### src/rtl/proc_io_bridge.sv
// proc_io_bridge: bridges an upstream sample stream into per-port input FIFOs
// read by a processor via one-hot strobes, and captures processor results into
// a shared output FIFO tagged with the producing port index.
// Optional feature macro: PROC_IO_BRIDGE_STATUS_EN adds stat_clr/status
// sticky event bits {strobe_err, overflow, underflow}.
module proc_io_bridge #(
  parameter int IW     = 19,
  parameter int OW     = 28,
  parameter int NPORT  = 4,
  parameter int IDEPTH = 4,
  parameter int ODEPTH = 8
) (
  input  logic                     clk,
  input  logic                     rst,
  input  logic [IW-1:0]            s_data,
  input  logic [$clog2(NPORT)-1:0] s_port,
  input  logic                     s_valid,
  output logic                     s_ready,
  input  logic [NPORT-1:0]         req_in,
  output logic [IW-1:0]            io_in,
  input  logic [NPORT-1:0]         out_en,
  input  logic [OW-1:0]            io_out,
  output logic [OW-1:0]            m_data,
  output logic [$clog2(NPORT)-1:0] m_port,
  output logic                     m_valid,
  input  logic                     m_ready
`ifdef PROC_IO_BRIDGE_STATUS_EN
  ,
  input  logic                     stat_clr,
  output logic [2:0]               status
`endif
);

  localparam int PW  = $clog2(NPORT);
  localparam int IAW = $clog2(IDEPTH);
  localparam int OAW = $clog2(ODEPTH);

  // Storage (not reset) and wrap-bit pointers
  logic [IW-1:0]    imem [NPORT][IDEPTH];
  logic [IAW:0]     iwp  [NPORT];
  logic [IAW:0]     irp  [NPORT];
  logic [NPORT-1:0] iempty;
  logic [NPORT-1:0] ifull;

  logic [PW+OW-1:0] omem [ODEPTH];
  logic [OAW:0]     owp;
  logic [OAW:0]     orp;
  logic             oempty;
  logic             ofull;

  logic [PW-1:0]    rsel;
  logic [PW-1:0]    wsel;
  logic             push;
  logic             pop;
  logic             cap;
  logic             opop;

  // Lowest set index of a strobe vector; 0 when none set
  function automatic logic [PW-1:0] lowest(input logic [NPORT-1:0] v);
    logic found;
    lowest = '0;
    found  = 1'b0;
    for (int unsigned i = 0; i < NPORT; i++) begin
      if (v[i] && !found) begin
        lowest = PW'(i);
        found  = 1'b1;
      end
    end
  endfunction

  // Per-port full/empty flags from pointer MSB compare
  always_comb begin
    for (int unsigned k = 0; k < NPORT; k++) begin
      iempty[k] = (iwp[k] == irp[k]);
      ifull[k]  = (iwp[k][IAW] != irp[k][IAW]) &&
                  (iwp[k][IAW-1:0] == irp[k][IAW-1:0]);
    end
    oempty = (owp == orp);
    ofull  = (owp[OAW] != orp[OAW]) && (owp[OAW-1:0] == orp[OAW-1:0]);
  end

  // Strobe decode, handshakes and combinational read paths
  always_comb begin
    rsel    = lowest(req_in);
    wsel    = lowest(out_en);
    s_ready = !ifull[s_port];
    push    = s_valid && !ifull[s_port];
    pop     = (|req_in) && !iempty[rsel];
    cap     = (|out_en) && !ofull;
    opop    = !oempty && m_ready;
    io_in   = pop ? imem[rsel][irp[rsel][IAW-1:0]] : '0;
    m_valid = !oempty;
    {m_port, m_data} = oempty ? '0 : omem[orp[OAW-1:0]];
  end

  // FIFO storage writes
  always_ff @(posedge clk) begin
    if (push) imem[s_port][iwp[s_port][IAW-1:0]] <= s_data;
    if (cap)  omem[owp[OAW-1:0]] <= {wsel, io_out};
  end

  // Pointer updates; reset empties every FIFO and ignores strobes
  always_ff @(posedge clk) begin
    if (rst) begin
      for (int unsigned k = 0; k < NPORT; k++) begin
        iwp[k] <= '0;
        irp[k] <= '0;
      end
      owp <= '0;
      orp <= '0;
    end else begin
      for (int unsigned k = 0; k < NPORT; k++) begin
        if (push && s_port == PW'(k)) iwp[k] <= iwp[k] + 1'b1;
        if (pop  && rsel   == PW'(k)) irp[k] <= irp[k] + 1'b1;
      end
      if (cap)  owp <= owp + 1'b1;
      if (opop) orp <= orp + 1'b1;
    end
  end

`ifdef PROC_IO_BRIDGE_STATUS_EN
  logic underflow;
  logic overflow;
  logic strobe_err;

  // Event detection; multi-hot means more than one bit set
  always_comb begin
    underflow  = (|req_in) && iempty[rsel];
    overflow   = (|out_en) && ofull;
    strobe_err = ((req_in & (req_in - 1'b1)) != '0) ||
                 ((out_en & (out_en - 1'b1)) != '0);
  end

  // Sticky status; a new event wins over stat_clr in the same cycle
  always_ff @(posedge clk) begin
    if (rst) status <= '0;
    else     status <= (stat_clr ? 3'b000 : status) | {strobe_err, overflow, underflow};
  end
`endif

endmodule

### config.mk
export PLATFORM = sky130hd
export DESIGN_NAME = proc_io_bridge
export DESIGN_NICKNAME = d
export VERILOG_FILES = /design/src/rtl/proc_io_bridge.sv
export SDC_FILE = /design/constraint.sdc
export NUM_CORES = 1
export LEC_CHECK = 0
export CORE_ASPECT_RATIO = 0.75
export CORE_UTILIZATION = 50
export CTS_BUF_LIST = sky130_fd_sc_hd__clkbuf_4 sky130_fd_sc_hd__clkbuf_8
export DETAILED_ROUTE_END_ITERATION = 7
export GPL_TIMING_DRIVEN = 0
export MAX_ROUTING_LAYER = met4
export PLACE_DENSITY = 0.79
export SYNTH_ARGS = -nofsm -noshare
export SYNTH_HDL_FRONTEND = slang
export SYNTH_SLANG_ARGS = --single-unit
export TNS_END_PERCENT = 1
### constraint.sdc
create_clock -name clk -period 4.13 [get_ports clk]
set_clock_uncertainty 0.05 [all_clocks]
set_input_delay 0.413 -clock clk [delete_from_list [all_inputs] [get_ports clk]]
set_output_delay 0.413 -clock clk [all_outputs]
set_load 0.05 [all_outputs]
## After elaboration in Yosys (flattened, before gate mapping)

Memory sizes are Yosys's and may differ from the RTL's. A register that Yosys moved wholly into a read port is not among the register bits.
Cells that the tools add are included.

| operators by class | value |
|---|---|
| magnitude comparators | 5 |
| muxes and demuxes | 63 |
| bitwise logic cells | 10 |
| eq/ne operators | 21 |
| reductions and logical operators | 38 |
| add/subtract/negate cells | 10 |

Operator list:

| kind | number |
|---|---|
| $mux 19 | 4 |
| $mux 76 | 1 |
| $mux 1 | 39 |
| $bmux 19 s2 | 1 |
| $demux 19 s2 | 1 |
| $mux 3 | 10 |
| $mux 30 | 1 |
| $add 3x1->3 const B | 8 |
| $logic_and 1x1->1 | 24 |
| $eq 3x3->1 | 5 |
| $logic_not 1->1 | 10 |
| $add 4x1->4 const B | 2 |
| $eq 2x2->1 | 4 |
| $eq 2x2->1 const B | 4 |
| $mux 2 | 4 |
| $or 1x1->1 | 8 |
| $reduce_or 4->1 | 2 |
| $ge 3x3->1 const B | 2 |
| $lt 2x3->1 const B | 2 |
| $not 2->3 | 2 |
| $ne 1x1->1 | 5 |
| $bmux 1 s2 | 2 |
| $eq 2x1->1 const B | 2 |
| $eq 4x4->1 | 1 |
| other kinds (2) | 3 |

| storage, ports and cells | value |
|---|---|
| register bits | 8 |
| output and inout bits | 51 |
| logic and storage cells | 153 |
| bits of input ports | 61 |
| bits in writable memories | 568 |
| memories kept | 4 |

Memory list:

| name | words | bits a word | rd ports | clocked after Yosys merged registers in | wr ports | line | source |
|---|---|---|---|---|---|---|---|
| imem | 4 | 76 | 1 | 0 | 1 | 39 | `logic [IW-1:0] imem [NPORT][IDEPTH];` |
| omem | 8 | 30 | 1 | 1 | 1 | 45 | `logic [PW+OW-1:0] omem [ODEPTH];` |
| irp | 4 | 3 | 5 | 0 | 4 | 41 | `logic [IAW:0] irp [NPORT];` |
| iwp | 4 | 3 | 5 | 0 | 4 | 40 | `logic [IAW:0] iwp [NPORT];` |

## Logic depth before layout (Yosys ltp)

Gate-level depths: netlist (run 1).

| logic depth | value |
|---|---|
| depth in word-level cells | 19 |
| gate-level depth with buffers | 10 |
| mapped depth without buffers | 6 |

## Worst setup path after synthesis (run 1)

Ideal clock, no wire load.

| path | value |
|---|---|
| kind | flip-flop to flip-flop |
| start point | register owp[2] |
| end point | memory omem[0][0] (netlist name) (enable) |
| required time | 3.625 ns |
| data arrival time | 3.169 ns |
| slack | 0.456 ns |
| stages on the path, launching flop included | 6 |
| period minus slack after synthesis | 3.674 ns |
| path buffers | 1 |
| setup time | 0.455 ns |
| cells stage by stage | dfxtp_1 -> clkbuf_1 -> xor2_1 -> o41a_1 -> nand2b_1 -> nor3_1 |

| between the ends | value |
|---|---|
| cells in the longest elaborated chain, start to end | 6 |

RTL lines:

| what | line | source |
|---|---|---|
| from (decl) | 46 | `logic [OAW:0] owp;` |
| from (signal assigned) | 116 | `if (cap) owp <= owp + 1'b1;` |
| $eq 3x3->1 | 79 | `ofull = (owp[OAW] != orp[OAW]) && (owp[OAW-1:0] == orp[OAW-1:0]);` |
| $logic_and 1x1->1 | 79 |  |
| $logic_not 1->1 | 89 | `cap = (\|out_en) && !ofull;` |
| $logic_and 1x1->1 | 89 |  |
| $mux 1 | 99 | `if (cap) omem[owp[OAW-1:0]] <= {wsel, io_out};` |
| $mux 1 (not written as such) | 99 |  |
| to (decl) | 45 |  |

Several ways; a longest one is shown, not always the timed one.

## Worst setup path in the final report (run 1)

| path | value |
|---|---|
| start point | input req_in[3] |
| end point | output io_in[5] |

| between the ends | value |
|---|---|
| cells in the longest elaborated chain, start to end | 8 |
| elaborated cells between the ends (all ways) | 14 |
| classes of those cells | mux (7); bitwise (1); reduce/logical (4); memory (2) |

RTL lines:

| what | line | source |
|---|---|---|
| from (decl) | 19 | `input logic [NPORT-1:0] req_in,` |
| $logic_and 1x1->1 | 64 | `if (v[i] && !found) begin` |
| $mux 2 | 64 |  |
| $mem_v2 4x3 | -- |  |
| $not 2->3 (not written as such) | 91 | `io_in = pop ? imem[rsel][irp[rsel][IAW-1:0]] : '0;` |
| $bmux 19 s2 | 91 |  |
| $mux 19 (not written as such) (2 in series) | 91 |  |
| $mux 19 * | 91 |  |
| to (decl) | 20 | `output logic [IW-1:0] io_in,` |

Every way passes the cells marked *; elsewhere a longest branch is shown, timed or not. The select of a mux whose other input is x is not followed.

==> out/results.txt, run 1 <==
worst r2r dst: omem[1][14]
Slew Viols, Final: 0
Post-route DRC: 0
initial antenna violation count: 2
Hold Crit Start: req_in[0]
Compound-Gate Fraction of Synth Area: 6.30%
clock buffer depth: 3
ys async rst share: 0%
htree depth: 3
Synth area leaders: edfxtp_1 (75%), mux4_2 (6.1%), mux2i_1 (2.8%), nor2_1 (1.9%), o22ai_1 (1.9%)
Fmax: 0.245 GHz
first-pass GRT wire length: 80200 um
area leader, netlist: edfxtp_1
crit share post-route: 98.8%
largest net degree at the start of global routing: 26
DR iter-0 viols: 1548
worst-margin pin slew: 1.02 ns
Hold Crit Endpoint: irp[1][1]
post-synthesis simple-gate area fraction: 5.74%
final setup fails: 0
core footprint: 0.0449 mm^2
CP Capture Type: output pin
clk_lat worst skew: 0.68 ns
leading cell type by number of instances after synthesis: edfxtp_1
FF-to-FF path depth: 7
Die ar.: 0.0466 mm^2
Worst-path clk slew: 0.07 ns
Min-Delay Path Class: input pin to flip-flop
Die Height: 187 um
CTS tree: done
Mean Syn Cell Area: 17.1 um^2
Routed Antenna Nets: 0
total power: 14.1 mW
Fin Hold WS: 0.317 ns
reg2reg setup slack: 1.14 ns
Hold-fix buffers, CTS: 0
Pleak: 8.75 nW
FP Rows: 67
RSZ-0062 raised after global routing: true
share of the synthesized area in the top cell type: 74.5%
Root Buffer Master: clkbuf_8
Cell Pwr Density: 521 mW/mm^2
DR vias/cell: 6.02
Total GRT Usage: 23.6%
Crit Path Max Fanout: 10
Area Overhead vs Synth: 18.1%
Routed WL: 52300 um
Distinct cells, synth: 59
flip-flop and latch count after synthesis: 579
initial core utilization: 50.9%
I/O Buffers: 107
io pins: 112
Worst EP required: 3.67 ns
synthesized area: 0.0229 mm^2
DR pass1 iterations: 5
type of origin of the critical path: input pin
Post-Synth Adder-Cell Area: 0.547%
post-DP HPWL: 34400 um
Worst Hold Depth: 3
XOR/XNOR share of the synthesized area: 1.07%
layout cells sized above 1: 20.0%
Die Wd: 249 um
commonest cells in the netlist: edfxtp_1 (568), nor2_1 (118), o21ai_0 (77)
Slew headroom: 31.0%
fill cell count: 3164
largest family of logic cells by synthesized area: multiplexers
CP arrival: 3.62 ns
Seq/Total Area, Yosys: 75.5%
reg2reg start: owp[2]
average routed wire per standard cell: 23.6 um
via count: 13.3k
global placement routability congestion: 0.923
CTS Buf Count: 87
Syn Inst Count: 1339
# clock sinks: 579
Yosys warning count: 0
Net Count, Synth: 1410
peak supply drop: 290 uV
EDFF count, synth: 568
final hold vios: 0
GR Overflow Total: 0
Max Cap Violations: 0
Tmin final: 4.08 ns
CP Class: input pin to output pin
status: completed
ys flop type: edfxtp_1
mux contribution to synthesized area: 9.14%
# nets final: 1638
number of global-route vias before repair: 13.6k
registers in the layout (all words and copies together), names as in the netlist, named ones only:
name / flops
omem: 240
orp: 4
iwp: 12
irp: 12
imem: 304
owp: 4
repair_timing:
item / 4_1_cts / 5_1_grt
gates cloned: 0 / 0
buffers inserted: 1 / 3
pin swaps: 0 / 1
gates resized for setup: 58 / 35
endpoints found under the setup margin: 34 / 49
routing by layer:
| layer | up-vias | track usage [%] | share of wire [%] |
|---|---|---|---|
| met2 | 696 | 35.2 | 47 |
| met3 | 101 | 5.30 | 9.0 |
| met4 | 0 | 6.78 | 2.0 |
| met1 | 6736 | 32.7 | 42 |
| met5 | - | - | 0 |
| li1 | 5816 | - | - |
cells by family after synthesis:
family,Yosys count
AO/OA/AOI/OAI,220
adder cells (fa/ha/maj),10
flip-flops,579
XOR/XNOR,28
multiplexers,130
buffers and inverters,91
AND/OR/NAND/NOR,281
cell type report:
cell class / count / area (um^2) / area share [%]
sequential: 579 / 17300 / 63.9
multi-input combinational: 669 / 5360 / 19.8
timing repair buffer: 139 / 1510 / 5.58
clock buffer: 123 / 1470 / 5.45
tap: 586 / 733 / 2.71
buffer: 81 / 384 / 1.42
clock inverter: 30 / 245 / 0.907
inverter: 10 / 37.5 / 0.139
antenna: 2 / 5.00 / 0.0185
where the power goes:
| group | switching (mW) | internal [mW] |
|---|---|---|
| Combinational | 1.75 | 0.944 |
| Clock | 2.20 | 2.45 |
| Sequential | 0.0690 | 6.68 |
placed cells by master (no fill, tap or decap), types with 8 or more instances in the layout:
master | synthesis | final
mux2i_1 | 63 | 63
buf_8 | 0 | 16
o21ai_0 | 77 | 74
xnor2_1 | 16 | 16
nand3_1 | 40 | 40
clkbuf_2 | 0 | 18
xor2_1 | 12 | 12
ha_1 | 10 | 10
o21ai_1 | 14 | 17
clkbuf_8 | 0 | 88
nand4_1 | 15 | 15
nor2_1 | 118 | 95
nor2_4 | 1 | 8
dfxtp_1 | 11 | 11
buf_2 | 12 | 10
nand2b_1 | 12 | 12
edfxtp_1 | 568 | 568
inv_1 | 9 | 9
nand2_1 | 50 | 50
clkbuf_4 | 0 | 37
clkdlybuf4s50_1 | 0 | 87
nor2_2 | 0 | 16
clkbuf_1 | 59 | 51
o22ai_1 | 68 | 68
mux4_2 | 62 | 62
buf_6 | 3 | 9
a32o_1 | 18 | 18
clkinv_1 | 1 | 17
worst max-delay path by stage:
stage,startpoint,end,slack [ns],cells past startpoint
2_1_floorplan,owp[2],omem[0][0],0.46,5
3_3_place_gp,out_en[1],omem[0][1],-1.76,5
3_5_place_dp,req_in[2],io_in[6],-1.12,9
4_1_cts,flip-flop,m_data[1],-0.02,6
5_1_grt,req_in[3],io_in[5],-0.06,11
6_report,req_in[3],io_in[5],0.05,11
stage by stage:
stage | std cells | area, um^2 | TNS (ns) | setup slack, ns | utilization (%)
floorplan | 1339 | 22900 | 0 | 0.456 | -
global placement | 2032 | 24700 | -193.36 | -1.76 | 54.9
finish | 2219 | 27000 | 0 | 0.0509 | 60.1
CTS | 2214 | 27000 | -0.0630 | -0.0193 | 60.1
detailed placement | 2060 | 25200 | -18.97 | -1.12 | 56.1
global route | 2219 | 27000 | -0.141 | -0.0574 | 60.1
critical path, cell delays in order:
cell             delay, ns
clkdlybuf4s50_1       0.59
or4b_1                0.44
buf_2                 0.18
o221ai_4              0.42
nor2_4                0.16
buf_6                 0.20
clkbuf_2              0.21
o21ai_0               0.15
nand4_1               0.16
o21ai_0               0.14
clkdlybuf4s15_1       0.53
Note: power is estimated with default switching activity, not from simulation.
==> inputs of run 2 (changes only) <==
--- a/config.mk
+++ b/config.mk
@@ -12,6 +12,7 @@
 export GPL_TIMING_DRIVEN = 0
 export MAX_ROUTING_LAYER = met4
 export PLACE_DENSITY = 0.79
+export RECOVER_POWER = 50
 export SYNTH_ARGS = -nofsm -noshare
 export SYNTH_HDL_FRONTEND = slang
 export SYNTH_SLANG_ARGS = --single-unit
==> out/results.txt, run 2 (synthesized netlist as in run 1, its figures left out) <==
Fin Hold WS: 0.311 ns
Pleak: 8.76 nW
grt peak-use layer: met2
peak supply drop: 291 uV
layout cells sized above 1: 19.6%
average routed wire per standard cell: 23.6 um
Max Cap Violations: 0
clk_lat worst skew: 0.68 ns
CTS tree: done
Slew Viols, Final: 0
Die Height: 187 um
type of origin of the critical path: input pin
Cell Count, Final, Fillers Out: 2220
Fmax: 0.245 GHz
Die Wd: 249 um
core footprint: 0.0449 mm^2
CTS Buf Count: 87
global placement routability congestion: 0.923
worst-margin pin slew: 1.03 ns
Worst-path clk slew: 0.07 ns
Crit Path Max Fanout: 10
GR Overflow Total: 0
RSZ-0062 raised after global routing: true
Min-Delay Path Class: input pin to flip-flop
final hold vios: 0
crit share post-route: 98.7%
most common cell after layout, fill and taps aside: edfxtp_1
number of global-route vias before repair: 13.6k
initial core utilization: 50.9%
Setup TNS Final: 0 ns
DR iter-0 viols: 1547
Worst EP required: 3.67 ns
global-route track usage on met3: 5.30%
Slew headroom: 30.7%
Die ar.: 0.0466 mm^2
routing usage on met2: 35.2%
# clock sinks: 579
Routed WL: 52400 um
FP Rows: 67
io pins: 112
final setup fails: 0
htree depth: 3
Hold-fix buffers, CTS: 0
total power: 14.1 mW
Area Overhead vs Synth: 18.0%
# nets final: 1638
status: completed
post-DP HPWL: 34400 um
Total GRT Usage: 23.6%
Cell Pwr Density: 522 mW/mm^2
fill cell count: 3170
CP Class: input pin to output pin
DR vias/cell: 6.03
clock buffer depth: 3
first-pass GRT wire length: 80200 um
I/O Buffers: 107
via count: 13.4k
largest net degree at the start of global routing: 26
placed cells: 2060
CP arrival: 3.61 ns
met1 Track Usage GR: 32.7%
Root Buffer Master: clkbuf_8
most frequent cells in the layout: edfxtp_1 (568), nor2_1 (101), clkbuf_8 (88)
number of flip-flops in the largest register: 304
DR pass1 iterations: 6
initial antenna violation count: 2
Post-route DRC: 0
Tmin final: 4.08 ns
CP Capture Type: output pin
Routed Antenna Nets: 0
run 2: stage by stage:
step	worst slack, ns	utilization [%]	cell area (um^2)
after floorplan	0.456	-	22900
after global placement	-1.76	54.9	24700
after detailed placement	-1.12	56.1	25200
after CTS	-0.0193	60.1	27000
after global routing	-0.0574	60.1	27000
final	0.0533	60.1	27000
run 2: worst max-delay path, cell delays in order:
cell	delay [ns]
clkdlybuf4s50_1	0.60
or4b_1	0.44
buf_2	0.18
o221ai_4	0.41
nor2_4	0.16
buf_6	0.20
clkbuf_2	0.21
o21ai_0	0.15
nand4_1	0.16
o21ai_0	0.13
clkdlybuf4s15_1	0.53
run 2: area by class of cell:
class                      count  area [um^2]  area share [%]
tap                          586          733            2.72
multi-input combinational    669         5340            19.8
clock buffer                 123         1470            5.46
timing repair buffer         139         1510            5.59
buffer                        81          384            1.42
clock inverter                30          245           0.908
sequential                   579        17300            64.0
antenna                        3         7.51          0.0278
inverter                      10         37.5           0.139
run 2: repair_timing:
action                                  in CTS  in global routing
endpoints found under the setup margin      34                 49
resized for setup                           58                 35
setup buffers                                1                  3
pin swaps                                    0                  1
run 2: metal layers:
| layer | wire, um | up-vias | part of all wire [%] |
|---|---|---|---|
| met1 | 22100 | 6797 | 42 |
| met3 | 4610 | 105 | 8.8 |
| met5 | 0 | - | 0 |
| met4 | 1110 | 0 | 2.1 |
| li1 | - | 5822 | - |
| met2 | 24600 | 666 | 47 |
run 2: final timing paths:
| path | cells past startpoint | slack [ns] | startpoint | to |
|---|---|---|---|---|
| worst max-delay path | 11 | 0.05 | req_in[3] | io_in[5] |
| worst min-delay path | 3 | 0.31 | req_in[0] | irp[1][1] |
| worst max register to register | 7 | 1.15 | owp[2] | omem[0][9] |
| worst min register to register | 2 | 0.47 | orp[3] | orp[3] |
run 2: power by group:
group,internal (mW),switching [mW]
clock network,2.45,2.21
logic,0.934,1.75
registers,6.67,0.0691
total,10.1,4.03
